[src/rtl/ex_mem_flag_pipe_pkg.sv]
// Shared definitions for the EX/MEM register and flag logic.
// Opcode map, flag bit positions and default widths.
package ex_mem_flag_pipe_pkg;

  localparam int DW_DEF = 16;
  localparam int RW_DEF = 4;

  localparam logic [3:0] OP_ADD    = 4'b0000;
  localparam logic [3:0] OP_SUB    = 4'b0001;
  localparam logic [3:0] OP_XOR    = 4'b0010;
  localparam logic [3:0] OP_RED    = 4'b0011;
  localparam logic [3:0] OP_SLL    = 4'b0100;
  localparam logic [3:0] OP_SRA    = 4'b0101;
  localparam logic [3:0] OP_ROR    = 4'b0110;
  localparam logic [3:0] OP_PADDSB = 4'b0111;
  localparam logic [3:0] OP_LW     = 4'b1000;
  localparam logic [3:0] OP_SW     = 4'b1001;
  localparam logic [3:0] OP_LLB    = 4'b1010;
  localparam logic [3:0] OP_LHB    = 4'b1011;
  localparam logic [3:0] OP_B      = 4'b1100;
  localparam logic [3:0] OP_BR     = 4'b1101;
  localparam logic [3:0] OP_PCS    = 4'b1110;
  localparam logic [3:0] OP_HLT    = 4'b1111;

  // flags vector is {Z,V,N}
  localparam int FLAG_Z = 2;
  localparam int FLAG_V = 1;
  localparam int FLAG_N = 0;

endpackage

[src/rtl/ex_mem_flag_pipe_flag_update_logic.sv]
// Next-state logic for the {Z,V,N} flag register.
// Purely combinational; the caller owns the flops.
module flag_update_logic
  import ex_mem_flag_pipe_pkg::*;
#(
  parameter int DW = DW_DEF
) (
  input  logic [3:0]    i_opcode,
  input  logic [DW-1:0] i_alu,
  input  logic          i_ovf,
  input  logic          i_accept,
  input  logic [2:0]    i_flags,
  output logic [2:0]    o_flags
);

  logic w_arith;
  logic w_zonly;
  logic w_zero;

  assign w_arith = (i_opcode == OP_ADD) |
                   (i_opcode == OP_SUB);
  assign w_zonly = (i_opcode == OP_XOR) |
                   (i_opcode == OP_SLL) |
                   (i_opcode == OP_SRA) |
                   (i_opcode == OP_ROR);
  assign w_zero  = (i_alu == '0);

  always_comb begin
    o_flags = i_flags;
    if (i_accept) begin
      unique case (1'b1)
        w_arith: begin
          o_flags[FLAG_Z] = w_zero;
          o_flags[FLAG_V] = i_ovf;
          o_flags[FLAG_N] = i_alu[DW-1];
        end
        w_zonly: o_flags[FLAG_Z] = w_zero;
        default: ;
      endcase
    end
  end

endmodule

[src/rtl/ex_mem_flag_pipe.sv]
// EX/MEM pipeline register with the processor flag register
// and a sticky halt latch that drains MEM after HLT.
module ex_mem_flag_pipe
  import ex_mem_flag_pipe_pkg::*;
#(
  parameter int DW = DW_DEF,
  parameter int RW = RW_DEF
) (
  input  logic          clk,
  input  logic          rst,
  input  logic          stall,
  input  logic          flush,
  input  logic          ex_valid,
  input  logic [3:0]    ex_opcode,
  input  logic [DW-1:0] ex_alu_out,
  input  logic          ex_ovf,
  input  logic [DW-1:0] ex_store_data,
  input  logic [RW-1:0] ex_rd,
  input  logic          ex_reg_we,
  input  logic          ex_mem_we,
  input  logic          ex_mem_re,
  input  logic          ex_halt,
  output logic          mem_valid,
  output logic [DW-1:0] mem_alu_out,
  output logic [DW-1:0] mem_store_data,
  output logic [RW-1:0] mem_rd,
  output logic          mem_reg_we,
  output logic          mem_mem_we,
  output logic          mem_mem_re,
  output logic          mem_halt,
  output logic [2:0]    flags,
  output logic          halted
);

  logic          r_valid;
  logic [DW-1:0] r_alu;
  logic [DW-1:0] r_sdata;
  logic [RW-1:0] r_rd;
  logic          r_reg_we;
  logic          r_mem_we;
  logic          r_mem_re;
  logic          r_halt;
  logic [2:0]    r_flags;
  logic          r_halted;

  logic          w_accept;
  logic [2:0]    w_flags_nxt;

  assign w_accept = ex_valid & ~stall & ~flush & ~r_halted;

  flag_update_logic #(
    .DW (DW)
  ) u_flags (
    .i_opcode (ex_opcode),
    .i_alu    (ex_alu_out),
    .i_ovf    (ex_ovf),
    .i_accept (w_accept),
    .i_flags  (r_flags),
    .o_flags  (w_flags_nxt)
  );

  // Data fields load unconditionally; only control is gated to form bubbles.
  always_ff @(posedge clk or posedge rst) begin
    if (rst) begin
      r_valid  <= 1'b0;
      r_alu    <= '0;
      r_sdata  <= '0;
      r_rd     <= '0;
      r_reg_we <= 1'b0;
      r_mem_we <= 1'b0;
      r_mem_re <= 1'b0;
      r_halt   <= 1'b0;
      r_flags  <= 3'b000;
      r_halted <= 1'b0;
    end else if (!stall) begin
      r_valid  <= w_accept;
      r_alu    <= ex_alu_out;
      r_sdata  <= ex_store_data;
      r_rd     <= ex_rd;
      r_reg_we <= w_accept & ex_reg_we;
      r_mem_we <= w_accept & ex_mem_we;
      r_mem_re <= w_accept & ex_mem_re;
      r_halt   <= w_accept & ex_halt;
      r_flags  <= w_flags_nxt;
      if (w_accept && ex_halt) r_halted <= 1'b1;
    end
  end

  assign mem_valid      = r_valid;
  assign mem_alu_out    = r_alu;
  assign mem_store_data = r_sdata;
  assign mem_rd         = r_rd;
  assign mem_reg_we     = r_reg_we;
  assign mem_mem_we     = r_mem_we;
  assign mem_mem_re     = r_mem_re;
  assign mem_halt       = r_halt;
  assign flags          = r_flags;
  assign halted         = r_halted;

endmodule

[config.mk]
export PLATFORM = sky130hd
export DESIGN_NAME = ex_mem_flag_pipe
export DESIGN_NICKNAME = d
export VERILOG_FILES = /design/src/rtl/ex_mem_flag_pipe_pkg.sv /design/src/rtl/ex_mem_flag_pipe_flag_update_logic.sv /design/src/rtl/ex_mem_flag_pipe.sv
export SDC_FILE = /design/constraint.sdc
export NUM_CORES = 1
export LEC_CHECK = 0
export BUFFER_PORTS_ARGS = -buffer_cell sky130_fd_sc_hd__buf_2
export CORE_ASPECT_RATIO = 0.7
export CORE_UTILIZATION = 45
export DETAILED_ROUTE_END_ITERATION = 8
export MAX_ROUTING_LAYER = met4
export PLACE_DENSITY_LB_ADDON = 0.3
export RECOVER_POWER = 100
export SLEW_MARGIN = 10
export SYNTH_ARGS = -nofsm -noshare
export SYNTH_HDL_FRONTEND = slang
export SYNTH_HIERARCHICAL = 1
export SYNTH_SLANG_ARGS = --single-unit
[constraint.sdc]
create_clock -name clk -period 2.2 [get_ports clk]
set_input_delay 0.44 -clock clk [delete_from_list [all_inputs] [get_ports clk]]
set_output_delay 0.44 -clock clk [all_outputs]
set_load 0.01 [all_outputs]
==> impl_metrics.csv <==
group,metric,value,unit
drt,wl_per_cell,13.7,um
drt,detail_route.wirelength,3700,um
worst_setup_path,endpoint,"flags[1]$_DFFE_PP0N_",
worst_setup_path,cp_max_fo,5,
synth,synth.distinct_cells,21,
worst_setup_path,reg2reg_slack,200,ps
finish,final_net_count,268,
pwr,p_leak,1.06,nW
pwr,ir_worst_vdd,0.498,mV
timing,max_slew_margin,21.7,%
finish,insertedDiodeCount,0,
worst_setup_path,r2r_start,"halted$_DFFE_PP0P_",
clocking,cts_tree,"done",
run_status,outcome,"completed",
synth,synth_area,1870,um^2
synth,syn_inst,121,
pwr,p_seq_share,54.2,%
pwr,pwr-share-clk,27.8,%
timing,fin_setup_tns,0,ps
clocking,cts_setup_buffers,0,
global_route,antenna_found_initial,0,
global_route,grt.overflow.total,0,
drt,drcViolationCount,0,
worst_hold_path,min_path_type,"in2async",
worst_setup_path,r2r_cells,6,
run,max_cap_viol_count,0,
floorplan,start_util,47.4,%
synth,syn_nets,171,
timing,fin_skew,0.701,ps
clocking,clkSinkCount,45,
worst_setup_path,critical_path_required,2380,ps
pwr,p_int,1.32,mW
drt,vias,1294,
clocking,numCtsBuffers,5,
finish,final_layout_size_suffix_gt1_share,48.2,%
floorplan,die_h,55.9,um
synth,synth.largest_area_cell,"dfrtp_1",
placement,io_buffer_count,94,
placement,place.gp.congestion,0.641,
pwr,p_comb_share,18.0,%
floorplan,die_w,79.1,um
pwr,switching_share,25.5,%
synth,yosysWarnings,6,
timing,hold_violations,0,
timing,tightest_slew,1170,ps
floorplan,dieArea,4420,um^2
pwr,p_sw,0.451,mW
worst_setup_path,cp-startpoint,"halted$_DFFE_PP0P_",
drt,ant_nets,0,
drt,first_pass_iters,3,
worst_setup_path,end_kind,"register",
clocking,cts_buffer_depth,2,
floorplan,core,3950,um^2
timing,min_period,2000,ps
timing,maxSlewViolCount,0,
drt,viasPerCell,4.79,
synth,ys_seq_elements,45,
floorplan,top_level_ports,95,
global_route,grt_pass1_vias,1324,
clocking,ctsHoldBuffers,0,
clocking,post_cts_resized,0,
timing,rsz0062_at_grt,"no",
synth,synth.avg_cell_area,15.5,um^2
timing,fmax,501,MHz
floorplan,fp-row-count,19,
timing,finalCritPeriodShare,90.8,%
global_route,grt.total_usage,18.6,%
synth,seq_area_frac_synth,60.2,%
worst_setup_path,startpoint_type,"register",
drt,drtIter0Drc,31,
timing,whs,326,ps
global_route,grt_max_degree,51,
timing,setup_violations,0,
clocking,root_buffer,"clkbuf_8",
clocking,h-tree-depth,2,
synth,synth_area_leaders,"dfrtp_1, mux2_2, buf_6, nor4_2, nand2_1",
synth,yosysTopAreaCellShare,60.2,%
worst_setup_path,critPathKind,"reg2reg",
finish,syn_to_final_growth,26.8,%
pwr,cellPowerDensity,746,nW/um^2
worst_setup_path,cp.arrival,2170,ps
clocking,worstSkewPairLatency,290,ps
global_route,grt_pass1_wl,6110,um
clocking,path_clk_slew,80,ps
worst_setup_path,reg2reg_to,"flags[1]$_DFFE_PP0N_",
-- cell usage in the layout, fill, tap and decap left out, drive strengths merged --
master	Yosys	final
a21oi	1	1
buf	6	49
clkbuf	0	54
dfrtp	45	45
inv	2	2
mux2	41	41
mux2i	1	1
nand2	5	5
nand2b	4	4
nand4	1	1
nand4bb	1	1
nor2	1	1
nor3	1	1
nor4	4	4
nor4bb	1	1
o21ai	5	5
or2	1	1
or3b	1	1
-- cell usage after synthesis --
| cell type | number |
|---|---|
| mux2_2 | 41 |
| dfrtp_1 | 45 |
| nand2b_1 | 3 |
| o21ai_1 | 2 |
| nor2_1 | 1 |
| o21ai_2 | 2 |
| or3b_4 | 1 |
| nand4_1 | 1 |
| mux2i_1 | 1 |
| o21ai_0 | 1 |
| nor4_2 | 3 |
| buf_6 | 6 |
| nand2_1 | 5 |
| nand4bb_1 | 1 |
| a21oi_1 | 1 |
| nand2b_4 | 1 |
| or2_2 | 1 |
| nor4bb_1 | 1 |
| nor3_4 | 1 |
| inv_1 | 2 |
| nor4_1 | 1 |
-- worst min-delay path by stage --
stage,depth (start not counted),to
after floorplan,2,mem_halt$_DFFE_PP0N_
after global placement,2,mem_valid$_DFFE_PP0N_
after detailed placement,2,mem_valid$_DFFE_PP0N_
after CTS,2,mem_alu_out[4]$_DFFE_PP0N_
after global routing,2,mem_store_data[11]$_DFFE_PP0N_
final,2,mem_alu_out[4]$_DFFE_PP0N_
-- power by group through the flow --
stage               Clock [mW]  Combinational [mW]  Sequential [mW]
floorplan                    0               0.147             1.02
global placement             0               0.341            0.969
detailed placement           0               0.348            0.973
CTS                      0.518               0.348            0.958
global route             0.550               0.351            0.973
finish                   0.493               0.318            0.959
-- cells by family (layout without fill, tap and decap cells) --
kind of cell	Yosys count	after routing	synth area share, %
mux	42	42	25.2
flops	45	45	60.2
simple gates	20	20	8.56
compound gates	6	6	2.01
buf+inv	8	105	4.01
-- metal layers --
metal | global-route usage, % | part of all wire (%)
met3 | 5.25 | 6.8
met4 | 6.75 | 0.62
met5 | - | 0
met2 | 27.0 | 45
met1 | 25.2 | 47
-- stage by stage --
step           util (%)  power, mW  instances  instance area, um^2  worst slack [ps]
6_report           60.1       1.77        270                 2370               203
5_1_grt            60.1       1.87        270                 2370              75.0
4_1_cts            61.8       1.82        270                 2440               214
3_5_place_dp       59.6       1.32        263                 2350              88.3
3_3_place_gp       59.6       1.31        263                 2350               126
2_1_floorplan         -       1.16        121                 1870               274
-- worst max-delay path: stages (launching register included) --
cell      delay (ps)
dfrtp_1          400
or3b_1           460
nor2_1           200
nand2b_4          80
nor3_4           140
mux2_2           350
mux2_2           250
-- registers in the layout (all words and copies together), names as in the netlist --
register,cells
mem_alu_out,16
halted,1
mem_store_data,16
mem_reg_we,1
mem_valid,1
mem_mem_re,1
flags,3
mem_halt,1
mem_mem_we,1
mem_rd,4
-- final cells by class --
cell class	count	area, um^2
clock buffer	7	86.3
fill	384	1570
inverter	2	7.51
multi-input combinational	68	663
tap	52	65.1
sequential	45	1130
timing repair buffer	96	424
Power figures use the tool's default switching activity.
